===== src/rtl/riscv_pkg.sv =====
// rtl/riscv_pkg.sv - shared decode codes, mul/div mode constants and mul_div_unit state encoding
package riscv_pkg;

    typedef enum logic [3:0] {
        ALU_ADD  = 4'b0000,
        ALU_SUB  = 4'b0001,
        ALU_AND  = 4'b0010,
        ALU_OR   = 4'b0011,
        ALU_XOR  = 4'b0100,
        ALU_SLL  = 4'b0101,
        ALU_SRL  = 4'b0110,
        ALU_SRA  = 4'b0111,
        ALU_SLT  = 4'b1000,
        ALU_SLTU = 4'b1001,
        ALU_MUL  = 4'b1010,
        ALU_DIV  = 4'b1011
    } alu_signal_e;

    localparam logic MD_MODE_MUL = 1'b0;
    localparam logic MD_MODE_DIV = 1'b1;

    typedef enum logic [1:0] {
        MD_IDLE = 2'b00,
        MD_MUL  = 2'b01,
        MD_DIV  = 2'b10,
        MD_OUT  = 2'b11
    } md_state_e;

endpackage


===== src/rtl/mul_div_unit_if.sv =====
// rtl/mul_div_unit_if.sv - request/response bundle between ALU_Control/EX and the mul/div engine
interface mul_div_unit_if #(parameter int DATA_W = 32);
    logic              valid;
    logic              mode;
    logic [DATA_W-1:0] in_A;
    logic [DATA_W-1:0] in_B;
    logic              stall;
    logic              done;
    logic [DATA_W-1:0] result;

    modport master (output valid, mode, in_A, in_B, input stall, done, result);
    modport slave  (input valid, mode, in_A, in_B, output stall, done, result);
endinterface


===== src/rtl/md_sign_abs.sv =====
// rtl/md_sign_abs.sv - conditional two's-complement negate plus sign bit of the input
// With neg tied to the input MSB this yields |x| (as an unsigned magnitude).
module md_sign_abs #(
    parameter int DATA_W = 32
) (
    input  logic [DATA_W-1:0] x,
    input  logic              neg,
    output logic [DATA_W-1:0] y,
    output logic              sign
);
    assign sign = x[DATA_W-1];
    assign y    = neg ? ((~x) + {{(DATA_W-1){1'b0}}, 1'b1}) : x;
endmodule


===== src/rtl/mul_div_unit.sv =====
// rtl/mul_div_unit.sv - iterative shift-add MUL / restoring signed DIV, fixed DATA_W+1 cycle latency
module mul_div_unit import riscv_pkg::*; #(
    parameter int DATA_W = 32
) (
    input  logic           clk,
    input  logic           rst_n,
    mul_div_unit_if.slave  md
);
    localparam int                CNT_W    = $clog2(DATA_W);
    localparam logic [CNT_W-1:0]  CNT_LAST = CNT_W'(DATA_W - 1);
    localparam logic [DATA_W-1:0] MIN_NEG  = {1'b1, {(DATA_W-1){1'b0}}};
    localparam logic [DATA_W-1:0] ALL_ONES = '1;

    md_state_e           state_q, state_d;
    logic [CNT_W-1:0]    cnt_q, cnt_d;
    logic [2*DATA_W-1:0] acc_q, acc_d;
    logic [2*DATA_W-1:0] mcand_q, mcand_d;
    logic [DATA_W-1:0]   mplier_q, mplier_d;
    logic [DATA_W-1:0]   rem_q, rem_d;
    logic [DATA_W-1:0]   dvd_q, dvd_d;
    logic [DATA_W-1:0]   dsr_q, dsr_d;
    logic                neg_q, neg_d;
    logic                dz_q, dz_d;
    logic                ovf_q, ovf_d;
    logic [DATA_W-1:0]   result_q, result_d;
    logic                stall;

    logic [DATA_W-1:0]   a_mag, b_mag, quo_raw, quo_fix;
    logic                a_sign, b_sign, q_sign_unused;
    logic [2*DATA_W-1:0] mul_sum;
    logic [DATA_W:0]     rem_trial, rem_diff;
    logic                q_bit;

    md_sign_abs #(.DATA_W(DATA_W)) u_abs_a (
        .x(md.in_A), .neg(md.in_A[DATA_W-1]), .y(a_mag), .sign(a_sign));
    md_sign_abs #(.DATA_W(DATA_W)) u_abs_b (
        .x(md.in_B), .neg(md.in_B[DATA_W-1]), .y(b_mag), .sign(b_sign));
    md_sign_abs #(.DATA_W(DATA_W)) u_neg_q (
        .x(quo_raw), .neg(neg_q), .y(quo_fix), .sign(q_sign_unused));

    // Datapath for one iteration; the dividend register shifts quotient bits in from the right.
    always_comb begin
        mul_sum   = acc_q + (mplier_q[0] ? mcand_q : '0);
        rem_trial = {rem_q, dvd_q[DATA_W-1]};
        rem_diff  = rem_trial - {1'b0, dsr_q};
        q_bit     = ~rem_diff[DATA_W];
        quo_raw   = {dvd_q[DATA_W-2:0], q_bit};
    end

    always_comb begin
        state_d  = state_q;
        cnt_d    = cnt_q;
        acc_d    = acc_q;
        mcand_d  = mcand_q;
        mplier_d = mplier_q;
        rem_d    = rem_q;
        dvd_d    = dvd_q;
        dsr_d    = dsr_q;
        neg_d    = neg_q;
        dz_d     = dz_q;
        ovf_d    = ovf_q;
        result_d = result_q;
        stall    = 1'b0;
        case (state_q)
            MD_IDLE: begin
                stall = md.valid;
                if (md.valid) begin
                    cnt_d    = '0;
                    acc_d    = '0;
                    mcand_d  = {{DATA_W{1'b0}}, md.in_A};
                    mplier_d = md.in_B;
                    rem_d    = '0;
                    dvd_d    = a_mag;
                    dsr_d    = b_mag;
                    neg_d    = a_sign ^ b_sign;
                    dz_d     = (md.in_B == '0);
                    ovf_d    = (md.in_A == MIN_NEG) && (md.in_B == ALL_ONES);
                    state_d  = (md.mode == MD_MODE_DIV) ? MD_DIV : MD_MUL;
                end
            end
            MD_MUL: begin
                stall    = 1'b1;
                cnt_d    = cnt_q + 1'b1;
                acc_d    = mul_sum;
                mcand_d  = mcand_q << 1;
                mplier_d = mplier_q >> 1;
                if (cnt_q == CNT_LAST) begin
                    state_d  = MD_OUT;
                    result_d = mul_sum[DATA_W-1:0];
                end
            end
            MD_DIV: begin
                stall = 1'b1;
                cnt_d = cnt_q + 1'b1;
                rem_d = q_bit ? rem_diff[DATA_W-1:0] : rem_trial[DATA_W-1:0];
                dvd_d = quo_raw;
                if (cnt_q == CNT_LAST) begin
                    state_d  = MD_OUT;
                    result_d = dz_q ? ALL_ONES : (ovf_q ? MIN_NEG : quo_fix);
                end
            end
            MD_OUT: begin
                state_d = MD_IDLE;
            end
            default: begin
                state_d = MD_IDLE;
            end
        endcase
    end

    always_ff @(posedge clk or negedge rst_n) begin
        if (!rst_n) begin
            state_q  <= MD_IDLE;
            cnt_q    <= '0;
            acc_q    <= '0;
            mcand_q  <= '0;
            mplier_q <= '0;
            rem_q    <= '0;
            dvd_q    <= '0;
            dsr_q    <= '0;
            neg_q    <= 1'b0;
            dz_q     <= 1'b0;
            ovf_q    <= 1'b0;
            result_q <= '0;
        end else begin
            state_q  <= state_d;
            cnt_q    <= cnt_d;
            acc_q    <= acc_d;
            mcand_q  <= mcand_d;
            mplier_q <= mplier_d;
            rem_q    <= rem_d;
            dvd_q    <= dvd_d;
            dsr_q    <= dsr_d;
            neg_q    <= neg_d;
            dz_q     <= dz_d;
            ovf_q    <= ovf_d;
            result_q <= result_d;
        end
    end

    assign md.stall  = stall;
    assign md.done   = (state_q == MD_OUT);
    assign md.result = result_q;

endmodule


===== src/flat_wrapper.sv =====
// flat-port wrapper written by rule: the top's interface ports become plain ports
module mul_div_unit_flat import riscv_pkg::*;
#(
    parameter int DATA_W = 32
)
  (clk, rst_n, md_valid, md_mode, md_in_A, md_in_B, md_stall, md_done, md_result);
  mul_div_unit_if #(.DATA_W(DATA_W)) md_i ();
  input  logic clk;
  input  logic rst_n;
  input wire logic [$bits(md_i.valid)-1:0] md_valid;
  input wire logic [$bits(md_i.mode)-1:0] md_mode;
  input wire logic [$bits(md_i.in_A)-1:0] md_in_A;
  input wire logic [$bits(md_i.in_B)-1:0] md_in_B;
  output wire logic [$bits(md_i.stall)-1:0] md_stall;
  output wire logic [$bits(md_i.done)-1:0] md_done;
  output wire logic [$bits(md_i.result)-1:0] md_result;
  assign md_i.valid = md_valid;
  assign md_i.mode = md_mode;
  assign md_i.in_A = md_in_A;
  assign md_i.in_B = md_in_B;
  assign md_stall = md_i.stall;
  assign md_done = md_i.done;
  assign md_result = md_i.result;
  mul_div_unit #(.DATA_W(DATA_W)) u_core (.clk(clk), .rst_n(rst_n), .md(md_i));
endmodule

===== config.mk =====
export PLATFORM = sky130hd
export DESIGN_NAME = mul_div_unit_flat
export DESIGN_NICKNAME = d
export VERILOG_FILES = /design/src/rtl/riscv_pkg.sv /design/src/rtl/mul_div_unit_if.sv /design/src/rtl/md_sign_abs.sv /design/src/rtl/mul_div_unit.sv /design/src/flat_wrapper.sv
export SDC_FILE = /design/constraint.sdc
export NUM_CORES = 1
export LEC_CHECK = 0
export ABC_AREA = 1
export CORE_ASPECT_RATIO = 0.5
export CORE_MARGIN = 2
export CORE_UTILIZATION = 55
export DETAILED_ROUTE_END_ITERATION = 10
export PLACE_DENSITY = 0.73
export SKIP_CTS_REPAIR_TIMING = 1
export SLEW_MARGIN = 20
export SYNTH_ARGS = -nofsm -noshare
export SYNTH_HDL_FRONTEND = slang
export SYNTH_HIERARCHICAL = 1
export SYNTH_SLANG_ARGS = --single-unit

===== constraint.sdc =====
create_clock -name clk -period 8.3 [get_ports clk]
set_clock_uncertainty 0.2 [all_clocks]
set_input_delay 2.49 -clock clk [delete_from_list [all_inputs] [get_ports clk]]
set_output_delay 2.49 -clock clk [all_outputs]
set_load 0.005 [all_outputs]

[After elaboration in Yosys (flattened, before gate mapping)]
Cells that the tools add are included.
W data, S select, Z words.
Operators by class
  equal/unequal tests: 10
  muxes and demuxes: 27
  bitwise gates (word level): 5
  $add $sub $neg: 6
  reductions and logical operators: 14
Operator list (number)
  $mux W32: 11
  $pmux W32 S2: 4
  $pmux W64 S2: 2
  $mux W64: 3
  $add A32 B1 Y32 const B: 3
  $not A32 Y32: 3
  $add A64 B64 Y64: 1
  $eq A32 B32 Y1 const B: 2
  $sub A33 B32 Y33: 1
  $logic_not A32 Y1: 1
  $pmux W5 S2: 1
  $reduce_and A2 Y1: 5
  $reduce_bool A2 Y1: 4
  $mux W2: 3
  $ne A2 B1 Y1 const B: 3
  $pmux W2 S3: 1
  $add A5 B1 Y5 const B: 1
  $eq A5 B5 Y1 const B: 1
  $mux W5: 1
  $eq A2 B2 Y1 const B: 2
  $reduce_and A3 Y1: 1
  $eq A2 B1 Y1 const B: 1
  $logic_not A2 Y1: 1
  $ne A2 B2 Y1 const B: 1
  5 further kinds: 5
Word-level totals
  flip-flop bits (word level): 298
  output and inout port bits: 34
  input bits: 68
  word-level logic and storage cells: 74

[Longest topological paths before layout]
Gate-level depths: netlist (run 1).
  depth in word-level cells: 9
  gate-level depth with buffers: 28
  mapped depth without buffers: 27

[By module]
The synthesis (run 1) kept the hierarchy.
Modules (own cells, without submodules)
  mul_div_unit: seq. area each 5855.6 µm², area each 15424.8 µm², cells each 2307, instances 1
  md_sign_abs: seq. area each 0.0 µm², area each 1116.1 µm², cells each 228, instances 3

[Worst setup path after synthesis (run 1)]
Ideal clock, no wire load.
  path kind: in2out
  start point: input port md_valid
  end point: output port md_stall
  buffers on the path: 0
  stages on the path: 2
  arrival time: 2811 ps
  slack: 2799 ps
  data required time: 5610 ps
  cell sequence: nand2_1 a21oi_1
Between the ends
  cells in the longest elaborated chain, start to end: 1
Ends and longest elaborated chain
  start, declared: RTL line flat_wrapper.sv:10  | input wire logic [$bits(md_i.valid)-1:0] md_valid;
  $pmux W1 S2: RTL line mul_div_unit.sv:64  | case (state_q)
  end, declared: RTL line flat_wrapper.sv:14  | output wire logic [$bits(md_i.stall)-1:0] md_stall;
No other way between the ends.

[Worst setup path after layout (run 1)]
Same ends and word-level chain as after synthesis.

==> results of run 1 <==
-- placed cells by master, fill, tap and decap left out, types with 5 or more instances in the layout --
cell	n
o21ai_1	9
a211oi_1	7
nand2_1	1196
a22o_1	8
and2_1	7
ha_1	71
nand2_4	6
a31oi_1	95
nand3b_1	8
o21ai_0	92
nand4_1	25
nor2_1	323
nor2_2	28
clkbuf_16	25
buf_4	14
dfrtp_1	233
clkinv_2	5
nor3_1	12
nand2_2	20
o21ai_2	6
clkdlybuf4s50_1	100
inv_1	331
a21oi_1	88
o31ai_1	7
xnor2_1	52
nor2_4	22
inv_2	15
nand3_1	157
nor4_1	18
xor2_1	22
-- worst max-delay path: cells and delay by family --
kind | cells | cell delay, ns
simple gates | 1 | 0.26
buf+inv | 2 | 1.00
compound gates | 1 | 0.22
-- flip-flops by register name (all words and copies together) (netlist names) --
| register | count |
|---|---|
| u_core/acc_q | 32 |
| u_core/dsr_q | 32 |
| u_core/dvd_q | 32 |
| u_core/mcand_q | 32 |
| u_core/md.result | 32 |
| u_core/mplier_q | 32 |
| u_core/rem_q | 32 |
| u_core/cnt_q | 5 |
| u_core/state_q | 2 |
| u_core/dz_q | 1 |
| u_core/neg_q | 1 |
| u_core/ovf_q | 1 |
-- worst paths after layout --
path / endpoint / cells after the start / from / slack, ns
hold reg to reg: u_core/mplier_q[31] / 2 / u_core/mplier_q[31] / 0.28
hold / removal: u_core/mplier_q[31] / 2 / u_core/mplier_q[31] / 0.28
setup / recovery: md_stall / 4 / md_valid / 1.62
max in group asynchronous: u_core/acc_q[11] / 2 / rst_n / 4.91
min in group asynchronous: u_core/rem_q[21] / 1 / rst_n / 1.69
setup reg to reg: u_core/md.result[18] / 26 / u_core/dvd_q[31] / 4.09
-- power breakdown --
part           leakage (nW)  total [mW]  switching (mW)  internal [mW]
logic                  7.56        5.90            3.91           1.99
registers              2.84        2.07           0.431           1.64
clock network         0.407        1.20           0.503          0.694
-- final cells by class --
cell class | instances | area (µm²) | share of cell area [%]
Clock inverter | 13 | 176 | 0.845
Multi-Input combinational cell | 2307 | 11200 | 53.4
Tap cell | 441 | 552 | 2.64
Clock buffer | 30 | 664 | 3.18
Timing Repair Buffer | 116 | 1140 | 5.47
Sequential cell | 234 | 5860 | 28.1
Inverter | 350 | 1330 | 6.37
-- metal layers --
| metal | up-vias | global-route usage, % |
|---|---|---|
| met5 | - | 0 |
| met4 | 0 | 8.82 |
| met3 | 88 | 4.25 |
| met2 | 598 | 51.5 |
| met1 | 8774 | 43.9 |
| li1 | 9489 | - |
==> results.json, run 1 <==
{
  "synth_fp_nets": 3132,
  "grt_pass1_wl_um": 90000,
  "clk_pin_slew_ns": 0.07,
  "antenna_found_initial": 0,
  "grt_pass1_vias": 17300,
  "worstPathArrival_ns": 3.99,
  "setup_violations": 0,
  "clock_sinks": 234,
  "placeableCoreArea_um2": 33300,
  "numPlacedInstances": 3448,
  "rsz0062_at_grt": "no",
  "slew_headroom_pct": 34.6,
  "wl_um": 56000,
  "wl_met2_um": 25400,
  "cp-end-kind": "primary output",
  "setup_tns_ns": 0,
  "clock_latency_ns": 0.55,
  "ant_nets": 0,
  "maxSlewViolCount": 0,
  "placed_area_um2": 20000,
  "crit_top_cell": "clkdlybuf4s50_1",
  "timing.fmax_mhz": 150,
  "grt_max_degree": 168,
  "first_pass_iters": 6,
  "syn-mean-instance-area_um2": 6.28,
  "area_delta_synth_final_pct": 11.2,
  "via_count": 18900,
  "antenna_cells": 0,
  "cp_max_fo": 9,
  "outcome": "finished, final reports clean",
  "slowest_stage": "clkdlybuf4s50_1",
  "max_stage_delay_ns": 0.51,
  "hold_path_class": "register to register",
  "yosys_warnings": 6,
  "tightest_slew_ns": 0.980,
  "final_cells": 3491,
  "crit_chain": "clkdlybuf4s50_1, nand2_1, a21oi_1, clkdlybuf4s50_1",
  "gp_congestion": 0.983,
  "criticalPathCategory": "input pin to primary output",
  "fillers": 3203,
  "drt_first_iter_violations": 1932,
  "layout-drive-gt1-share_pct": 5.51,
  "setup_ws_ns": 1.62,
  "final.min_clock_period_ns": 6.68,
  "io_buffers": 101,
  "vias_per_cell": 5.43,
  "drt-met1-wl_um": 25400,
  "highest_layer": "met4",
  "ir_worst_vdd_uv": 610,
  "root_buffer": "clkbuf_16",
  "cts_max_level": 1,
  "cts_tree": "built",
  "maxCapViolCount": 0,
  "required_ns": 5.61,
  "pre_cts_slack_ns": 1.64,
  "cts_max_path_buffers": 3,
  "power.total_mw": 9.17,
  "syn_area_um2": 18800,
  "utilization_pct": 62.6,
  "min_period_over_period_pct": 80.4,
  "hold_ws_ns": 0.276,
  "dp_hpwl_um": 41600,
  "top_level_ports": 102,
  "drcViolationCount": 0,
  "p_leak_nw": 10.8,
  "start_util_pct": 56.3,
  "met3WireLength_um": 3620,
  "gr-usage-all-layers_pct": 31.4,
  "grt_overflow": 0,
  "fp.dieW_um": 265,
  "row_count": 47,
  "dieArea_um2": 35700,
  "startpoint_type": "input pin",
  "hold_viol": 0,
  "syn_inst": 2990,
  "final_nets": 3175,
  "die_h_um": 135,
  "numCtsBuffers": 24,
  "power-per-cell-area_nw_per_um2": 439,
  "postLayoutCellArea_um2": 20900,
  "wl_per_cell_um": 16.0
}
No activity file was read; power rests on OpenSTA's default activity.
==> inputs of run 2 (changes only) <==
==> constraint.sdc (replaced) <==
create_clock -name clk -period 6.7 [get_ports clk]
set_clock_uncertainty 0.2 [all_clocks]
set_input_delay 2.01 -clock clk [delete_from_list [all_inputs] [get_ports clk]]
set_output_delay 2.01 -clock clk [all_outputs]
set_load 0.005 [all_outputs]
==> results.json, run 2 (synthesis gave the netlist of run 1 again) <==
{
  "grt_max_degree": 109,
  "timing.fmax_mhz": 175,
  "layout_commonest_cell": "nand2_1",
  "row_count": 47,
  "internal_power_mw": 5.20,
  "final_nets": 3177,
  "criticalPathCategory": "input pin to primary output",
  "combPwrFrac_pct": 65.5,
  "gp_congestion": 0.979,
  "root_buffer": "clkbuf_16",
  "fillers": 3251,
  "slew_headroom_pct": 27.4,
  "numPlacedInstances": 3451,
  "ir_worst_vdd_uv": 641,
  "r2r-start": "u_core/dvd_q[31]",
  "critPathTopFamily": "buffers and inverters",
  "clock_sinks": 234,
  "clk_pin_slew_ns": 0.06,
  "min_from": "u_core/md.result[30]",
  "ff2ff_path_depth": 21,
  "numCtsBuffers": 23,
  "power-per-cell-area_nw_per_um2": 538,
  "min_period_over_period_pct": 85.5,
  "drt_first_iter_violations": 1963,
  "hold_path_class": "register to register",
  "grt_overflow": 0,
  "hold_end": "u_core/md.result[30]",
  "p_switching_mw": 5.98,
  "antenna_cells": 0,
  "slowest_stage": "clkdlybuf4s50_1",
  "cp_max_fo": 9,
  "ff_latch_area_um2": 5860,
  "power_frac_clock_pct": 11.9,
  "gr-usage-all-layers_pct": 31.4,
  "hold_viol": 0,
  "seq_power_share_pct": 22.6,
  "top_level_ports": 102,
  "worstPathArrival_ns": 3.52,
  "r2r_slack_ns": 2.38,
  "cts_max_level": 1,
  "wl_um": 56400,
  "outcome": "finished, final reports clean",
  "rsz0062_at_grt": "no",
  "reg2reg_to": "u_core/md.result[8]",
  "tightest_slew_ns": 1.09,
  "placeableCoreArea_um2": 33300,
  "multi_input_area_um2": 11200,
  "maxCapViolCount": 0,
  "power.total_mw": 11.2,
  "crit_buf_inv": 2,
  "dp_hpwl_um": 42100,
  "grt_pass1_wl_um": 89800,
  "die_h_um": 135,
  "dieArea_um2": 35700,
  "cp-end-kind": "primary output",
  "grt_pass1_vias": 17000,
  "final_cell_mix": "nand2_1, inv_1, nor2_1",
  "via_count": 18800,
  "p_leak_nw": 10.8,
  "area_delta_synth_final_pct": 10.8,
  "utilization_pct": 62.4,
  "final_cells": 3492,
  "setup_violations": 0,
  "required_ns": 4.49,
  "final.min_clock_period_ns": 5.73,
  "ant_nets": 0,
  "io_buffers": 101,
  "cts_max_path_buffers": 3,
  "layout-drive-gt1-share_pct": 5.57,
  "antenna_found_initial": 1,
  "crit_chain": "clkdlybuf4s50_1, nand2_1, a21oi_1, clkdlybuf4s50_1",
  "drcViolationCount": 0,
  "cts_tree": "built",
  "maxSlewViolCount": 0,
  "crit_top_cell": "clkdlybuf4s50_1",
  "fp.dieW_um": 265,
  "clock_latency_ns": 0.56,
  "startpoint_type": "input pin",
  "vias_per_cell": 5.39,
  "switching_share_pct": 53.5,
  "setup_tns_ns": 0,
  "start_util_pct": 56.3,
  "max_stage_delay_ns": 0.52,
  "hold_depth": 2,
  "wl_per_cell_um": 16.2,
  "first_pass_iters": 6
}
[run 2: cell types whose count changed in the layout (fill, tap and decap cells not counted), sizes merged]
| cell | previous run | this run |
|---|---|---|
| inv | 350 | 352 |
| clkinvlp | 3 | 4 |
| buf | 16 | 19 |
| bufinv | 4 | 1 |
| clkbuf | 30 | 26 |
| clkinv | 6 | 8 |
[run 2: worst register-to-register path, stage by stage, from the launching register on]
cell and delay (ns):
dfrtp_1 0.38, inv_1 0.10, ha_1 0.16, inv_1 0.09
fa_1 0.45, nand2_1 0.10, nand2_1 0.09, nand3_1 0.11
nand2_2 0.12, nand2_1 0.10, nand2_2 0.08, nand2_2 0.10
nand3_2 0.15, nand2_4 0.39, inv_1 0.16, ha_1 0.27
nand2_2 0.13, nor2_4 0.06, nor2_4 0.21, xor2_1 0.10
a211oi_1 0.48, o31ai_1 0.14
[run 2: worst max-delay path by stage]
| stage | startpoint | endpoint | slack [ns] | depth (start not counted) |
|---|---|---|---|---|
| 6_report | md_valid | md_stall | 0.97 | 4 |
| 5_1_grt | md_valid | md_stall | 0.88 | 4 |
| 4_1_cts | md_valid | md_stall | 0.98 | 4 |
| 3_5_place_dp | md_valid | md_stall | 0.99 | 4 |
| 3_3_place_gp | md_valid | md_stall | 1.02 | 4 |
| 2_1_floorplan | md_valid | md_stall | 2.16 | 2 |
[run 2: area by class of cell]
cell class	instances	area share [%]
clock buffer	26	2.92
clock inverter	15	0.650
inverter	350	6.39
multi-input combinational	2307	53.6
sequential	234	28.2
tap	441	2.65
timing repair buffer	119	5.60
[run 2: per-stage QoR]
stage / worst slack (ns) / hold slack (ns) / cell area (µm²)
6_report: 0.974 / 0.274 / 20800
2_1_floorplan: 2.16 / 0.242 / 18800
4_1_cts: 0.977 / 0.283 / 20800
3_3_place_gp: 1.02 / 0.256 / 20100
5_1_grt: 0.878 / 0.309 / 20800
3_5_place_dp: 0.986 / 0.265 / 20100
[run 2: power by group through the flow]
stage	Clock (mW)	Combinational [mW]	Sequential, mW
after floorplan	0	5.64	2.38
after global placement	0	7.09	2.52
after detailed placement	0	7.23	2.53
after CTS	1.36	7.26	2.52
after global routing	1.42	8.29	2.61
final	1.33	7.32	2.53
[run 2: routing by layer]
layer	share of wire, %	vias to the layer above	routed length, µm	track usage [%]
met3	6.0	101	3360	4.27
met4	3.2	2	1780	10.1
li1	-	9514	-	-
met1	47	8642	26400	45.1
met2	44	571	24800	49.4
met5	0.023	-	13	0
